<file path="src/rtl/audio_sample_fifo.sv">
// Sample FIFO and sample-rate strobe generator that feeds the sigma-delta DAC.
// Define AUDIO_FIFO_IRQ_EN to add the registered low-water / underrun irq output.
//
// Push handshake: a word is accepted on any clk edge where wr_valid && wr_ready.
// wr_ready is held low during reset and whenever the FIFO is full.
// There is no combinational path from wr_valid to wr_ready.
module audio_sample_fifo #(
    parameter int BITDEPTH        = 12,
    parameter int FIFO_DEPTH_LOG2 = 4,
    parameter int DIV_WIDTH       = 16,
    parameter int LOW_WATER       = 4
) (
    input  logic                       clk,
    input  logic                       rst_n,
    input  logic                       enable,
    input  logic [DIV_WIDTH-1:0]       divider,
    input  logic [BITDEPTH-1:0]        wr_data,
    input  logic                       wr_valid,
    output logic                       wr_ready,
    output logic [FIFO_DEPTH_LOG2:0]   level,
    output logic                       underrun,
    input  logic                       underrun_clr,
    output logic [BITDEPTH-1:0]        pcm,
    output logic                       sample_clock
`ifdef AUDIO_FIFO_IRQ_EN
    ,
    output logic                       irq
`endif
);

    localparam int LVL_W = FIFO_DEPTH_LOG2 + 1;
    localparam int DEPTH = 2 ** FIFO_DEPTH_LOG2;
    localparam logic [LVL_W-1:0]     FULL_LEVEL = LVL_W'(DEPTH);
    localparam logic [BITDEPTH-1:0]  MIDSCALE   = BITDEPTH'(1) << (BITDEPTH - 1);
    localparam logic [DIV_WIDTH-1:0] MIN_DIV    = DIV_WIDTH'(3);

    logic [BITDEPTH-1:0]        mem [DEPTH];
    logic [FIFO_DEPTH_LOG2-1:0] wr_ptr;
    logic [FIFO_DEPTH_LOG2-1:0] rd_ptr;

    logic [DIV_WIDTH-1:0] cnt;
    logic [DIV_WIDTH-1:0] cur_div;
    logic [DIV_WIDTH-1:0] eff_div;
    logic                 tick_d;

    logic full;
    logic empty;
    logic push;
    logic tick;
    logic pop;
    logic sc_clear;

    assign full     = (level == FULL_LEVEL);
    assign empty    = (level == '0);
    assign wr_ready = rst_n && !full;
    assign push     = wr_valid && wr_ready;
    assign tick     = enable && (cnt == '0);
    assign pop      = tick && !empty;
    assign eff_div  = (divider < MIN_DIV) ? MIN_DIV : divider;

    // Low phase starts on the edge where the counter lands on half the period
    // latched at the last reload, so a mid-period divider change cannot glitch it.
    assign sc_clear = (cnt != '0) && ((cnt - DIV_WIDTH'(1)) == (cur_div >> 1));

    always_ff @(posedge clk) begin
        if (push) begin
            mem[wr_ptr] <= wr_data;
        end
    end

    always_ff @(posedge clk) begin
        if (!rst_n) begin
            wr_ptr <= '0;
            rd_ptr <= '0;
            level  <= '0;
        end else begin
            if (push) begin
                wr_ptr <= wr_ptr + 1'b1;
            end
            if (pop) begin
                rd_ptr <= rd_ptr + 1'b1;
            end
            case ({push, pop})
                2'b10:   level <= level + 1'b1;
                2'b01:   level <= level - 1'b1;
                default: level <= level;
            endcase
        end
    end

    always_ff @(posedge clk) begin
        if (!rst_n) begin
            cnt     <= '0;
            cur_div <= MIN_DIV;
            tick_d  <= 1'b0;
        end else if (!enable) begin
            cnt    <= '0;
            tick_d <= 1'b0;
        end else begin
            tick_d <= tick;
            if (tick) begin
                cnt     <= eff_div;
                cur_div <= eff_div;
            end else begin
                cnt <= cnt - DIV_WIDTH'(1);
            end
        end
    end

    // sample_clock rises one edge after pcm is updated, giving the DAC a full
    // clk of setup on the held sample.
    always_ff @(posedge clk) begin
        if (!rst_n) begin
            sample_clock <= 1'b0;
        end else if (!enable) begin
            sample_clock <= 1'b0;
        end else if (tick_d) begin
            sample_clock <= 1'b1;
        end else if (sc_clear) begin
            sample_clock <= 1'b0;
        end
    end

    always_ff @(posedge clk) begin
        if (!rst_n) begin
            pcm      <= MIDSCALE;
            underrun <= 1'b0;
        end else begin
            if (pop) begin
                pcm <= mem[rd_ptr];
            end
            if (tick && empty) begin
                underrun <= 1'b1;
            end else if (underrun_clr) begin
                underrun <= 1'b0;
            end
        end
    end

`ifdef AUDIO_FIFO_IRQ_EN
    always_ff @(posedge clk) begin
        if (!rst_n) begin
            irq <= 1'b0;
        end else begin
            irq <= enable && ((level <= LVL_W'(LOW_WATER)) || underrun);
        end
    end
`endif

endmodule

</file>
<file path="config.mk">
export PLATFORM = sky130hd
export DESIGN_NAME = audio_sample_fifo
export DESIGN_NICKNAME = d
export VERILOG_FILES = /design/src/rtl/audio_sample_fifo.sv
export SDC_FILE = /design/constraint.sdc
export NUM_CORES = 1
export LEC_CHECK = 0
export ABC_AREA = 1
export CORE_ASPECT_RATIO = 0.75
export CORE_UTILIZATION = 40
export CTS_BUF_LIST = sky130_fd_sc_hd__clkbuf_8 sky130_fd_sc_hd__clkbuf_16
export CTS_CLUSTER_DIAMETER = 200
export CTS_CLUSTER_SIZE = 12
export DETAILED_ROUTE_END_ITERATION = 8
export HOLD_SLACK_MARGIN = 0.08
export PLACE_DENSITY_LB_ADDON = 0.15
export SLEW_MARGIN = 20
export SYNTH_ARGS = -nofsm -noshare
export SYNTH_HDL_FRONTEND = slang
export SYNTH_SLANG_ARGS = --single-unit
</file>
<file path="constraint.sdc">
create_clock -name clk -period 3.27 [get_ports clk]
set_clock_uncertainty 0.1 [all_clocks]
set_input_delay 0.654 -clock clk [delete_from_list [all_inputs] [get_ports clk]]
set_output_delay 0.654 -clock clk [all_outputs]
set_load 0.005 [all_outputs]
</file>
### Word-level counts from Yosys, hierarchy flattened

Memories as Yosys holds them, arrays and structs flattened. A register that Yosys moved wholly into a read port is not among the register bits.
Index checks and enable logic that the tools add are counted.

| cells by class | value |
|---|---|
| magnitude comparators | 1 |
| mux-type cells | 9 |
| eq/ne operators | 4 |
| reductions and logical operators | 17 |
| add/subtract/negate cells | 5 |

Operators by type and width:

| operator | number |
|---|---|
| $mux W16 | 2 |
| $eq A16 B15 Y1 | 1 |
| $logic_not A16 Y1 | 1 |
| $lt A16 B2 Y1 const B | 1 |
| $reduce_bool A16 Y1 | 1 |
| $sub A16 B1 Y16 const B | 1 |
| $pmux W5 S2 | 1 |
| $add A4 B1 Y4 const B | 2 |
| $logic_and A1 B1 Y1 | 6 |
| $mux W1 | 6 |
| $reduce_bool A2 Y1 | 3 |
| $add A5 B1 Y5 const B | 1 |
| $eq A5 B5 Y1 const B | 1 |
| $logic_not A5 Y1 | 1 |
| $sub A5 B1 Y5 const B | 1 |
| $reduce_and A2 Y1 | 2 |
| $logic_not A1 Y1 | 3 |
| $eq A2 B1 Y1 const B | 1 |
| $eq A2 B2 Y1 const B | 1 |

| word-level totals | value |
|---|---|
| memories | 1 |
| output and inout port bits | 20 |
| word-level logic and storage cells | 45 |
| RAM bits | 192 |
| input port bits | 33 |
| flip-flop bits (word level) | 48 |

Memory list:

| memory | words | width | rd ports | clocked after memory_dff | write ports | line | RTL |
|---|---|---|---|---|---|---|---|
| mem | 16 | 12 | 1 | 1 | 1 | 37 | `logic [BITDEPTH-1:0] mem [DEPTH];` |

### Depth between registers and ports, before layout

Gate-level depths: netlist of run 1.

| logic depth | value |
|---|---|
| word-level depth | 6 |
| gate-level depth with buffers | 21 |
| depth with buffers taken out | 20 |

### Worst setup path after synthesis of run 1

Ideal clock, no wire load.

| timing path | value |
|---|---|
| path type | flip-flop to flip-flop |
| start | register cnt[0] |
| end | register level[4] |
| buffers on the path | 1 |
| required time | 3100 ps |
| arrival | 2675 ps |
| period minus slack after synthesis | 2845 ps |
| library setup time | 70 ps |
| stages on the path, launching flop included | 22 |
| path slack | 425 ps |
| cells stage by stage | dfxtp_1 inv_1 ha_1 nand3_4 nor2_8 nand2_4 inv_2 nand3_2 clkinv_2 nand2_4 inv_4 buf_4 ha_1 inv_1 fa_1 inv_1 a31oi_1 inv_1 o21ai_0 a21oi_1 o21ai_0 a21oi_1 |

| between the ends | value |
|---|---|
| cells in the longest elaborated chain, start to end | 5 |
| elaborated cells between the ends (all ways) | 7 |
| classes of those cells | eq/ne (2); mux (1); reduce/logical (4) |

Ends and longest elaborated chain:

| what | line | RTL |
|---|---|---|
| start: declaration | 41 | `logic [DIV_WIDTH-1:0] cnt;` |
| start signal: assignment | 102 | `cnt <= eff_div;` |
| start signal: assignment | 105 | `cnt <= cnt - DIV_WIDTH'(1);` |
| $logic_not A16 Y1 * | 57 | `assign tick = enable && (cnt == '0);` |
| $logic_and A1 B1 Y1 * | 57 |  |
| $logic_and A1 B1 Y1 * | 58 | `assign pop = tick && !empty;` |
| via pop | 50 | `logic pop;` |
| $eq A2 B1 Y1 or $eq A2 B2 Y1 (tied branches) | 83 | `case ({push, pop})` |
| $pmux W5 S2 or $reduce_bool A2 Y1 (tied branches) | -- |  |
| end signal: assignment | 84 | `2'b10: level <= level + 1'b1;` |
| end signal: assignment | 85 | `2'b01: level <= level - 1'b1;` |
| end signal: assignment | 86 | `default: level <= level;` |
| end: declaration | 20 | `output logic [FIFO_DEPTH_LOG2:0] level,` |

The timed path passes the listed nets; every way through them passes the cells marked *.
A chain may end at the register's enable or synchronous reset.

### Final worst setup path of run 1

| timing path | value |
|---|---|
| start | register cnt[0] |
| end | register level[4] |

| between the ends | value |
|---|---|
| cells in the longest elaborated chain, start to end | 5 |
| elaborated cells between the ends (all ways) | 7 |
| classes of those cells | eq/ne (2); mux (1); reduce/logical (4) |

Ends and longest elaborated chain:

| what | line |
|---|---|
| $logic_not A16 Y1 * | 57 |
| $logic_and A1 B1 Y1 * | 57 |
| $logic_and A1 B1 Y1 * | 58 |
| $eq A2 B1 Y1 or $eq A2 B2 Y1 (tied branches) | 83 |
| $pmux W5 S2 or $reduce_bool A2 Y1 (tied branches) | -- |

Every way passes the cells marked *; elsewhere a longest branch is shown, timed or not.

==> qor.yml, run 1 <==
synth_simple_gate_area_share_pct: 13.6
io_pins: 53
setup.worst_path.start_class: "flop"
buffers_and_inverters_on_the_worst_path: 7
grt_max_degree: 99
synth.lib_cells_used.distinct: 45
p_leak_nw: 4.38
status: "complete, no violations"
complex_gate_fraction_of_the_synthesized_area_pct: 14.1
initial_core_utilization_pct: 41.4
avgRoutedWirePerCell_um: 19.3
critical_path_data_required_time_ps: 3620
cell_area_after_synthesis_mm2: 0.0105
tritoncts_clock_tree: "yes"
grt.total_usage_pct: 20.0
setup_tns_ps: 0
clock_buffer_count_from_cts: 24
synth.avg_cell_area_um2: 10.9
gate_count_post_synth: 966
tightestPinTransition_ps: 1040
postSynth.topFlopCell: "sky130_fd_sc_hd__edfxtp_1"
synth_fp_nets: 1010
timing.final.crit_share_pct: 89.9
drt-pass1-iter-count: 5
synthDominantAreaCellType: "sky130_fd_sc_hd__edfxtp_1"
die_h_um: 142
rsz0062_at_grt: "false"
area_growth_pct: 16.9
cts-root-buf: "sky130_fd_sc_hd__clkbuf_16"
critical_path_peak_fanout: 8
first_global_vias: 6927
numPortBuffers: 52
antenna_found_initial: 0
first_pass_grt_wire_length_mm: 41.1
hold_buffers_post_cts: 0
max_freq_mhz: 340
synth-adder-area-share_pct: 1.38
die_width_um: 189
globalRoute.totalOverflow: 0
sequential_cell_area_fraction_in_the_yosys_report_pct: 66.1
hpwlAfterDp_mm: 16.5
place_worst_setup_slack_ps: 133
longest_clk_path_bufs: 3
powerDensity_mw_per_mm2: 643
placeable_area_mm2: 0.0254
timing_max_transition_violations_final: 0
cp_common_cell: "sky130_fd_sc_hd__inv_1"
synth-edff-count: 192
fin_ws_ps: 330
rows: 50
number_of_vias_in_the_routed_layout: 7443
antenna-diode-count: 0
timing_worst_setup_path_type: "flop to flop"
final_layout_size_suffix_gt1_share_pct: 8.44
ys_top_cells_by_area: "sky130_fd_sc_hd__edfxtp_1, sky130_fd_sc_hd__dfxtp_1, sky130_fd_sc_hd__o21ai_0"
layout.nets: 1081
synth.ff_latch_count: 251
totalWireLength_mm: 26.8
total_die_area_mm2: 0.0269
clock_tree.htree_level_count: 1
timing.slew.headroom_pct: 30.5
synthXorXnorAreaFrac_pct: 0.631
synthesis.yosys.warnings: 0
drt.antenna.violating_nets: 0
timing.critical_path.slowest_cell_delay_ps: 400
drt_iter0_markers: 609
combinational_family_with_the_most_area_after_synthesis: "compound AO/OA/AOI/OAI gates"
hold_path_class: "flop to flop"
fin_total_pwr_mw: 7.90
via_density: 5.34
timing.critical_path.to_type: "flop"
worstPathArrival_ps: 3290
netlist.area_leader.share_pct: 54.9
series_of_cell_instances_along_the_critical_path: "inv_1 > ha_1 > nand3_4 > nor2_8 > nand2_4 > inv_2 > nand3_2 > clkinv_2 > nand2_4 > inv_4 > ha_2 > inv_1 > fa_1 > inv_1 > a31oi_1 > inv_1 > o21ai_0 > a21oi_1 > o21ai_0 > a21oi_1"
critical_path.top_delay_family: "adder cells"
final.min_clock_period_ps: 2940
hold_viol: 0
worst_skew_pair.late_latency_ps: 510
fill_cells: 2366
path_clk_slew_ps: 70
drv_cap: 0
cpMaxStageDelayCell: "sky130_fd_sc_hd__fa_1"
ir_drop_mv: 0.305
placer_congestion: 0.816
finalSetupViolations: 0
route.detailed.drc: 0
clock_sink_count: 251
synth.area.mux_share_pct: 0
postSynth.asyncResetShare_pct: 0
-- registers in the layout (all words and copies together) (netlist names) --
| name | count |
|---|---|
| cur_div | 15 |
| wr_ptr | 4 |
| level | 5 |
| sample_clock | 1 |
| pcm | 12 |
| rd_ptr | 4 |
| cnt | 16 |
| tick_d | 1 |
| underrun | 1 |
| mem | 192 |
-- synth_stat cells, types with 2 or more instances --
library cell	n
sky130_fd_sc_hd__a21oi_1	45
sky130_fd_sc_hd__o21ai_1	7
sky130_fd_sc_hd__dfxtp_1	59
sky130_fd_sc_hd__nand2_1	116
sky130_fd_sc_hd__ha_1	10
sky130_fd_sc_hd__nor4_1	5
sky130_fd_sc_hd__xnor2_1	4
sky130_fd_sc_hd__edfxtp_1	192
sky130_fd_sc_hd__o21a_1	2
sky130_fd_sc_hd__nand2_4	2
sky130_fd_sc_hd__o21ai_0	115
sky130_fd_sc_hd__nand3_1	50
sky130_fd_sc_hd__nand4_1	3
sky130_fd_sc_hd__o221ai_1	28
sky130_fd_sc_hd__nand2_2	3
sky130_fd_sc_hd__or2_2	2
sky130_fd_sc_hd__nor2_1	144
sky130_fd_sc_hd__o211ai_1	18
sky130_fd_sc_hd__buf_2	9
sky130_fd_sc_hd__a31oi_1	13
sky130_fd_sc_hd__clkinv_1	2
sky130_fd_sc_hd__inv_2	3
sky130_fd_sc_hd__and3_1	2
sky130_fd_sc_hd__inv_1	54
sky130_fd_sc_hd__o22ai_1	20
sky130_fd_sc_hd__clkbuf_1	38
sky130_fd_sc_hd__nor2_4	2
-- placed cells by master (no fill, tap or decap), types with 2 or more instances in the layout --
| master | n |
|---|---|
| sky130_fd_sc_hd__nor2_1 | 144 |
| sky130_fd_sc_hd__o21ai_1 | 7 |
| sky130_fd_sc_hd__clkdlybuf4s50_1 | 52 |
| sky130_fd_sc_hd__or2_2 | 2 |
| sky130_fd_sc_hd__nor2_4 | 2 |
| sky130_fd_sc_hd__and3_1 | 2 |
| sky130_fd_sc_hd__o22ai_1 | 20 |
| sky130_fd_sc_hd__ha_1 | 9 |
| sky130_fd_sc_hd__buf_4 | 40 |
| sky130_fd_sc_hd__o211ai_1 | 18 |
| sky130_fd_sc_hd__nand4_1 | 3 |
| sky130_fd_sc_hd__buf_12 | 2 |
| sky130_fd_sc_hd__clkbuf_16 | 25 |
| sky130_fd_sc_hd__xnor2_1 | 4 |
| sky130_fd_sc_hd__nand3_1 | 50 |
| sky130_fd_sc_hd__inv_1 | 73 |
| sky130_fd_sc_hd__a21oi_1 | 45 |
| sky130_fd_sc_hd__nor4_1 | 5 |
| sky130_fd_sc_hd__nand2_4 | 2 |
| sky130_fd_sc_hd__o221ai_1 | 28 |
| sky130_fd_sc_hd__inv_2 | 4 |
| sky130_fd_sc_hd__nand2_2 | 3 |
| sky130_fd_sc_hd__edfxtp_1 | 192 |
| sky130_fd_sc_hd__nand2_1 | 116 |
| sky130_fd_sc_hd__o21a_1 | 2 |
| sky130_fd_sc_hd__a31oi_1 | 13 |
| sky130_fd_sc_hd__o21ai_0 | 115 |
| sky130_fd_sc_hd__dfxtp_1 | 58 |
-- worst paths after layout --
path | endpoint | slack [ps] | from | depth (start not counted)
hold reg to reg | sample_clock | 350 | tick_d | 2
hold / removal | sample_clock | 350 | tick_d | 2
setup / recovery | level[4] | 330 | cnt[0] | 20
setup reg to reg | level[4] | 330 | cnt[0] | 20
-- power by group --
part | switching (mW) | total [mW] | internal (mW) | leakage (nW)
sequential | 0.0996 | 3.66 | 3.56 | 2.21
clock | 1.15 | 2.52 | 1.37 | 0.409
combinational | 1.11 | 1.73 | 0.622 | 1.76
total | 2.36 | 7.90 | 5.55 | 4.38
-- layer usage --
layer	part of all wire (%)	vias up	GRT usage (%)
met1	50	3579	31.6
met4	1.5	0	3.82
met3	5.5	36	2.76
met5	0	-	0
met2	43	208	29.0
li1	-	3620	-
-- worst reg2reg max path, cell delays in order (launching register included) --
cell and delay (ps):
sky130_fd_sc_hd__dfxtp_1 330, sky130_fd_sc_hd__inv_1 110, sky130_fd_sc_hd__ha_1 240, sky130_fd_sc_hd__nand3_4 140
sky130_fd_sc_hd__nor2_8 180, sky130_fd_sc_hd__nand2_4 80, sky130_fd_sc_hd__inv_2 60, sky130_fd_sc_hd__nand3_2 70
sky130_fd_sc_hd__clkinv_2 80, sky130_fd_sc_hd__nand2_4 70, sky130_fd_sc_hd__inv_4 60, sky130_fd_sc_hd__ha_2 230
sky130_fd_sc_hd__inv_1 70, sky130_fd_sc_hd__fa_1 400, sky130_fd_sc_hd__inv_1 70, sky130_fd_sc_hd__a31oi_1 80
sky130_fd_sc_hd__inv_1 70, sky130_fd_sc_hd__o21ai_0 70, sky130_fd_sc_hd__a21oi_1 160, sky130_fd_sc_hd__o21ai_0 90
sky130_fd_sc_hd__a21oi_1 140
-- cells by family after synthesis --
| group | after synthesis |
|---|---|
| AO/OA/AOI/OAI | 253 |
| XOR/XNOR | 6 |
| adder cells (fa/ha/maj) | 11 |
| buffers and inverters | 110 |
| flip-flops | 251 |
| AND/OR/NAND/NOR | 335 |
-- layout make-up --
cell class                 count  area, um^2  share of cell area (%)
tap                          338         423                    3.44
timing repair buffer          94         861                    7.01
clock buffer                  25         626                    5.09
multi-input combinational    605        3130                    25.4
sequential                   251        6950                    56.5
inverter                      61         233                    1.89
clock inverter                19        71.3                   0.580
-- stage by stage --
stage	instance area (um^2)	hold slack (ps)	util, %	std cells
2_1_floorplan	10500	326	-	966
3_3_place_gp	11600	332	45.6	1349
3_5_place_dp	11600	346	45.6	1349
4_1_cts	12300	354	48.4	1393
5_1_grt	12300	375	48.4	1393
6_report	12300	349	48.4	1393
-- what timing repair did --
item / CTS / global route
gates resized for setup: 0 / 1
endpoints found under the setup margin: 0 / 1
buffers inserted: 0 / 0
No activity file was read; power rests on OpenSTA's default activity.
==> run 2, diff against run 1 <==
ABC_AREA = default   (was 1)
RECOVER_POWER = 100   (was default)
==> run 2 against run 1 <==
  * Count of clock-buffer cells in the layout unchanged
  * Final cell count down 20%
  * Critical path depth down 4
  * Sequential share of layout area up 0.28 points
  * Setup slack worse by 110 ps
  * Area after synthesis down 0.67%
  * Final area down 0.42%
  * Synthesized cell count down 31%
  * Combinational power down 17%
  * Sequential cell count unchanged
  * Maximum frequency down 3.5%
  * Largest power group unchanged
  * Highest routed layer unchanged
==> qor.yml, run 2 <==
status: "complete, no violations"
antenna_found_initial: 0
synthMostInstantiatedCell: "sky130_fd_sc_hd__edfxtp_1"
synthDominantAreaCellType: "sky130_fd_sc_hd__edfxtp_1"
tightestPinTransition_ps: 909
max_freq_mhz: 328
ir_drop_mv: 0.315
grt.busiest_layer: "met1"
final_common_cell: "sky130_fd_sc_hd__edfxtp_1"
critical_path_peak_fanout: 6
via_density: 5.33
rows: 50
synth.avg_cell_area_um2: 15.7
rsz0062_at_grt: "false"
synth.lib_cells_used.distinct: 54
most-common-layout-cells: "sky130_fd_sc_hd__edfxtp_1, sky130_fd_sc_hd__nand2_1, sky130_fd_sc_hd__mux4_2"
groute.layer.met2.usage_pct: 27.2
cell_area_after_synthesis_mm2: 0.0104
placeable_area_mm2: 0.0253
ys_top_cells_by_area: "sky130_fd_sc_hd__edfxtp_1, sky130_fd_sc_hd__mux4_2, sky130_fd_sc_hd__dfxtp_1"
final_layout_size_suffix_gt1_share_pct: 16.2
area_growth_pct: 17.2
grt_util_met1_pct: 28.6
largestRegisters: "mem: 192 flops, cnt: 16 flops, cur_div: 15 flops"
first_global_vias: 5986
timing_worst_setup_path_type: "flop to flop"
clock_sink_count: 251
avgRoutedWirePerCell_um: 21.3
longest_clk_path_bufs: 3
drt.antenna.violating_nets: 0
setup_tns_ps: 0
die_h_um: 142
layout.nets: 808
hpwlAfterDp_mm: 15.7
drt-pass1-iter-count: 5
netlist_top_cells_count: "sky130_fd_sc_hd__edfxtp_1, sky130_fd_sc_hd__nand2_1, sky130_fd_sc_hd__mux4_2"
final.min_clock_period_ps: 3050
worst-r2r-cell-count: 16
total_die_area_mm2: 0.0268
worstPathArrival_ps: 3360
clock_buffer_count_from_cts: 24
number_of_vias_in_the_routed_layout: 5978
synth.ff_latch_count: 251
finalSetupViolations: 0
worst_skew_pair.late_latency_ps: 520
largest_register_ffs: 192
fill_cells: 2237
grt.total_usage_pct: 18.2
p_leak_nw: 4.04
worstHoldPathCells: 2
path_clk_slew_ps: 60
drt_iter0_markers: 545
instances_no_fill: 1121
powerDensity_mw_per_mm2: 620
synth_fp_nets: 709
gr-usage-met3_pct: 2.50
route.detailed.drc: 0
max_flop_register: "mem"
gate_count_post_synth: 665
sequential_cell_area_fraction_in_the_yosys_report_pct: 66.5
tritoncts_clock_tree: "yes"
globalRoute.totalOverflow: 0
hold_viol: 0
hold_path_class: "flop to flop"
post-route-util_pct: 48.4
first_pass_grt_wire_length_mm: 36.5
timing.final.crit_share_pct: 93.1
placer_congestion: 0.910
timing.slew.headroom_pct: 38.9
postSynth.asyncResetShare_pct: 0
synthesis.yosys.warnings: 0
cts-root-buf: "sky130_fd_sc_hd__clkbuf_16"
postSynth.topFlopCell: "sky130_fd_sc_hd__edfxtp_1"
grt_max_degree: 44
timing_max_transition_violations_final: 0
initial_core_utilization_pct: 41.3
numPortBuffers: 52
drv_cap: 0
io_pins: 53
hold_buffers_post_cts: 0
synth-edff-count: 192
post-place-cells: 1075
timing.critical_path.to_type: "flop"
setup.worst_path.start_class: "flop"
totalWireLength_mm: 23.8
die_width_um: 189
critical_path_data_required_time_ps: 3580
netlist.area_leader.share_pct: 55.2
clock_tree.htree_level_count: 1
==> run 2: cell types whose count changed after synthesis, moves of 16 or more <==
cell | previous run | this run
sky130_fd_sc_hd__clkbuf_1 | 38 | 18
sky130_fd_sc_hd__mux4_2 | 0 | 60
sky130_fd_sc_hd__o221ai_1 | 28 | 0
sky130_fd_sc_hd__o21ai_0 | 115 | 7
sky130_fd_sc_hd__o22ai_1 | 20 | 0
sky130_fd_sc_hd__o211ai_1 | 18 | 1
sky130_fd_sc_hd__nor3_1 | 1 | 17
sky130_fd_sc_hd__a21oi_1 | 45 | 13
sky130_fd_sc_hd__inv_1 | 54 | 13
sky130_fd_sc_hd__nor2_1 | 144 | 31
sky130_fd_sc_hd__nand3_1 | 50 | 6
sky130_fd_sc_hd__nand2_1 | 116 | 82
==> run 2: cells by family after synthesis <==
kind of cell / after synthesis / synth area share [%]
DFF: 251 / 66.5
and+or+nand+nor: 192 / 9.36
AOI/OAI and AO/OA: 65 / 4.23
muxes: 61 / 13.1
buffers and inverters: 51 / 2.30
xor gates and xnor gates: 34 / 3.12
adders and majority gates: 11 / 1.39
==> run 2: metrics by stage <==
step           power [mW]  hold WS (ps)  cell area (um^2)  setup slack, ps
6_report             7.59           350             12200              224
5_1_grt              7.91           378             12200            0.161
4_1_cts              7.66           353             12400             2.82
3_5_place_dp         5.16           344             11700            -48.4
3_3_place_gp         5.14           344             11700             63.1
2_1_floorplan        4.68           341             10400             86.5
==> run 2: power breakdown <==
group / total (mW) / internal (mW) / switching (mW) / leakage (nW)
clock: 2.49 / 1.37 / 1.12 / 0.409
sequential: 3.66 / 3.54 / 0.115 / 2.21
combinational: 1.44 / 0.641 / 0.799 / 1.42
total: 7.59 / 5.55 / 2.04 / 4.04
==> run 2: cell type report <==
type / instances / area (um^2) / area share [%]
Antenna cell: 1 / 2.50 / 0.0205
Clock buffer: 25 / 626 / 5.11
Clock inverter: 19 / 71.3 / 0.583
Inverter: 13 / 48.8 / 0.399
Multi-Input combinational cell: 363 / 3260 / 26.6
Sequential cell: 251 / 6950 / 56.8
Tap cell: 338 / 423 / 3.46
Timing Repair Buffer: 111 / 852 / 6.96
==> run 2: repair_timing <==
action	in CTS	in global routing
gates resized for setup	0	9
endpoints found under the setup margin	0	1
setup buffers	0	1
==> run 2: final timing paths <==
check,from,endpoint,slack [ps]
min,pcm[4],pcm[4],350
max,cnt[0],level[4],220
max reg2reg,cnt[0],level[4],220
min reg2reg,pcm[4],pcm[4],350
==> run 2: critical path: stages, from the launching register on <==
cell,delay [ps]
sky130_fd_sc_hd__dfxtp_2,350
sky130_fd_sc_hd__inv_1,60
sky130_fd_sc_hd__ha_1,200
sky130_fd_sc_hd__nor3b_4,250
sky130_fd_sc_hd__nand4_1,160
sky130_fd_sc_hd__nor2_2,200
sky130_fd_sc_hd__nand2_2,100
sky130_fd_sc_hd__nor2_1,130
sky130_fd_sc_hd__ha_2,210
sky130_fd_sc_hd__inv_1,80
sky130_fd_sc_hd__fa_2,360
sky130_fd_sc_hd__nor2b_1,110
sky130_fd_sc_hd__o21ai_0,90
sky130_fd_sc_hd__and3_1,200
sky130_fd_sc_hd__nor3_2,120
sky130_fd_sc_hd__xor2_1,80
sky130_fd_sc_hd__and2_1,150
==> run 2: per-layer routing <==
layer | vias up | routed length [um]
met3 | 28 | 1140
met2 | 162 | 10400
met1 | 3053 | 12000
met5 | - | 0
li1 | 2735 | -
met4 | 0 | 344
==> run 3, diff against run 2 <==
RECOVER_POWER = default   (was 100)
==> run 3 against run 2 <==
  * Total power rose by 0.53%
  * First-iteration DRC count is 2.0% lower
  * Count of clock-buffer cells in the layout is the same
  * Setup slack better by 5.1 ps
  * Register-to-register slack about the same
  * Maximum frequency grew 0.17%
  * Clock power is essentially flat
  * Critical path depth stayed put
  * Sequential power barely moved
  * Global-route usage did not move
  * Core utilization increased by 0.70 points
  * Critical path type unchanged
  * Highest routed layer unchanged
==> qor.yml, run 3 (synthesis results as in run 2) <==
numPortBuffers: 52
powerDensity_mw_per_mm2: 615
die_width_um: 189
initial_core_utilization_pct: 41.3
cpMaxStageDelayCell: "sky130_fd_sc_hd__fa_2"
drv_cap: 0
clkPwrFrac_pct: 32.6
timing_worst_setup_path_type: "flop to flop"
io_pins: 53
globalRoute.totalOverflow: 0
path_clk_slew_ps: 60
grt.total_usage_pct: 18.2
critical_path.top_delay_family: "simple AND/OR/NAND/NOR gates"
seq_area_mm2: 0.00695
clock_buffer_count_from_cts: 24
tightestPinTransition_ps: 767
largestRegisters: "mem: 192 flops, cnt: 16 flops, cur_div: 15 flops"
placer_congestion: 0.910
placeable_area_mm2: 0.0253
internal_power_mw: 5.58
layout.nets: 808
ir_drop_mv: 0.316
series_of_cell_instances_along_the_critical_path: "inv_1 > ha_2 > nor3b_4 > nand4_1 > nor2_2 > nand2_2 > nor2_1 > ha_2 > inv_1 > fa_2 > nor2b_1 > o21ai_0 > a21oi_1 > nor3_2 > xor2_1 > and2_1"
drt_iter0_markers: 534
most-common-layout-cells: "sky130_fd_sc_hd__edfxtp_1, sky130_fd_sc_hd__nand2_1, sky130_fd_sc_hd__mux4_2"
layout.cell_area.non_filler_mm2: 0.0124
tritoncts_clock_tree: "yes"
total_die_area_mm2: 0.0268
avgRoutedWirePerCell_um: 21.3
power.combinational.fraction_pct: 19.4
area_occupied_by_multi_input_gates_mm2: 0.00330
max_flop_register: "mem"
p_seq_share_pct: 48.0
area_growth_pct: 18.9
largest_register_ffs: 192
die_h_um: 142
worstPathArrival_ps: 3360
drt-pass1-iter-count: 5
final_common_cell: "sky130_fd_sc_hd__edfxtp_1"
clock_tree.htree_level_count: 1
timing.slew.headroom_pct: 48.9
grt_max_degree: 44
final_layout_size_suffix_gt1_share_pct: 21.6
netSwitchingPower_mw: 2.05
first_global_vias: 5986
via_density: 5.34
buffers_and_inverters_on_the_worst_path: 2
post_dp_cell_area_mm2: 0.0117
cts-root-buf: "sky130_fd_sc_hd__clkbuf_16"
critical_path_data_required_time_ps: 3590
hold_path_class: "flop to flop"
route.detailed.drc: 0
number_of_vias_in_the_routed_layout: 5981
finalSetupViolations: 0
fill_cells: 2197
worst_skew_pair.late_latency_ps: 520
final.min_clock_period_ps: 3040
antenna-diode-count: 0
first_pass_grt_wire_length_mm: 36.5
antenna_found_initial: 0
drt.antenna.violating_nets: 0
hold_viol: 0
timing_max_transition_violations_final: 0
fin_total_pwr_mw: 7.63
clock_sink_count: 251
timing.final.crit_share_pct: 93.0
totalWireLength_mm: 23.8
hpwlAfterDp_mm: 15.7
switching_share_pct: 26.8
status: "complete, no violations"
longest_clk_path_bufs: 3
hold_buffers_post_cts: 0
p_leak_nw: 4.16
timing.critical_path.slowest_cell_delay_ps: 360
rsz0062_at_grt: "false"
max_freq_mhz: 329
setup.worst_path.start_class: "flop"
critical_path_peak_fanout: 6
timing.critical_path.to_type: "flop"
rows: 50
[run 3: cell types whose count changed in the layout (fill, tap and decap cells not counted), sizes merged]
| cell | previous run | this run |
|---|---|---|
| buf | 21 | 59 |
| clkbuf | 63 | 25 |
| clkdlybuf4s50 | 19 | 52 |
| dlygate4sd3 | 33 | 0 |
| diode | 1 | 0 |
[run 3: path summary, 6_finish.rpt]
kind	start	cells after the start	end	slack (ps)
worst max-delay path	cnt[0]	16	level[4]	230
worst min-delay path	pcm[8]	2	pcm[8]	350
worst max register to register	cnt[0]	16	level[4]	230
worst min register to register	pcm[8]	2	pcm[8]	350
[run 3: worst reg2reg max path: stages (launching register included)]
cell and delay (ps):
sky130_fd_sc_hd__dfxtp_2 350, sky130_fd_sc_hd__inv_1 60, sky130_fd_sc_hd__ha_2 200, sky130_fd_sc_hd__nor3b_4 240, sky130_fd_sc_hd__nand4_1 160, sky130_fd_sc_hd__nor2_2 200, sky130_fd_sc_hd__nand2_2 100, sky130_fd_sc_hd__nor2_1 140
sky130_fd_sc_hd__ha_2 210, sky130_fd_sc_hd__inv_1 80, sky130_fd_sc_hd__fa_2 360, sky130_fd_sc_hd__nor2b_1 110, sky130_fd_sc_hd__o21ai_0 100, sky130_fd_sc_hd__a21oi_1 200, sky130_fd_sc_hd__nor3_2 70, sky130_fd_sc_hd__xor2_1 130
sky130_fd_sc_hd__and2_1 150
[run 3: layout make-up]
| class | count | share of cell area (%) |
|---|---|---|
| Clock buffer | 25 | 5.04 |
| Clock inverter | 19 | 0.575 |
| Inverter | 13 | 0.393 |
| Multi-Input combinational cell | 363 | 26.6 |
| Sequential cell | 251 | 56.0 |
| Tap cell | 338 | 3.41 |
| Timing Repair Buffer | 111 | 7.96 |
[run 3: per-layer routing]
layer  wire length, um  GRT usage (%)
met1             11700           28.6
met4               350           3.40
met5                 0              0
met2             10500           27.2
met3              1250           2.50
[run 3: power by group through the flow]
stage	Combinational [mW]	Clock [mW]	Sequential [mW]
2_1_floorplan	1.01	0	3.68
3_3_place_gp	1.43	0	3.72
3_5_place_dp	1.44	0	3.72
4_1_cts	1.45	2.56	3.65
5_1_grt	1.61	2.67	3.68
6_report	1.48	2.49	3.66
[run 3: stage by stage]
stage	util [%]	std cells	setup WS [ps]	setup TNS [ps]	hold WS [ps]
finish	49.1	1120	229	0	350
global route	49.1	1120	22.2	0	376
global placement	46.2	1075	63.1	0	344
detailed placement	46.2	1075	-48.4	-48.4	344
floorplan	-	665	86.5	0	341
CTS	49.0	1119	2.82	0	353
[run 3: what timing repair did]
item,CTS,global route
resized for setup,0,9
setup buffers,0,1
setup endpoints to repair,0,1
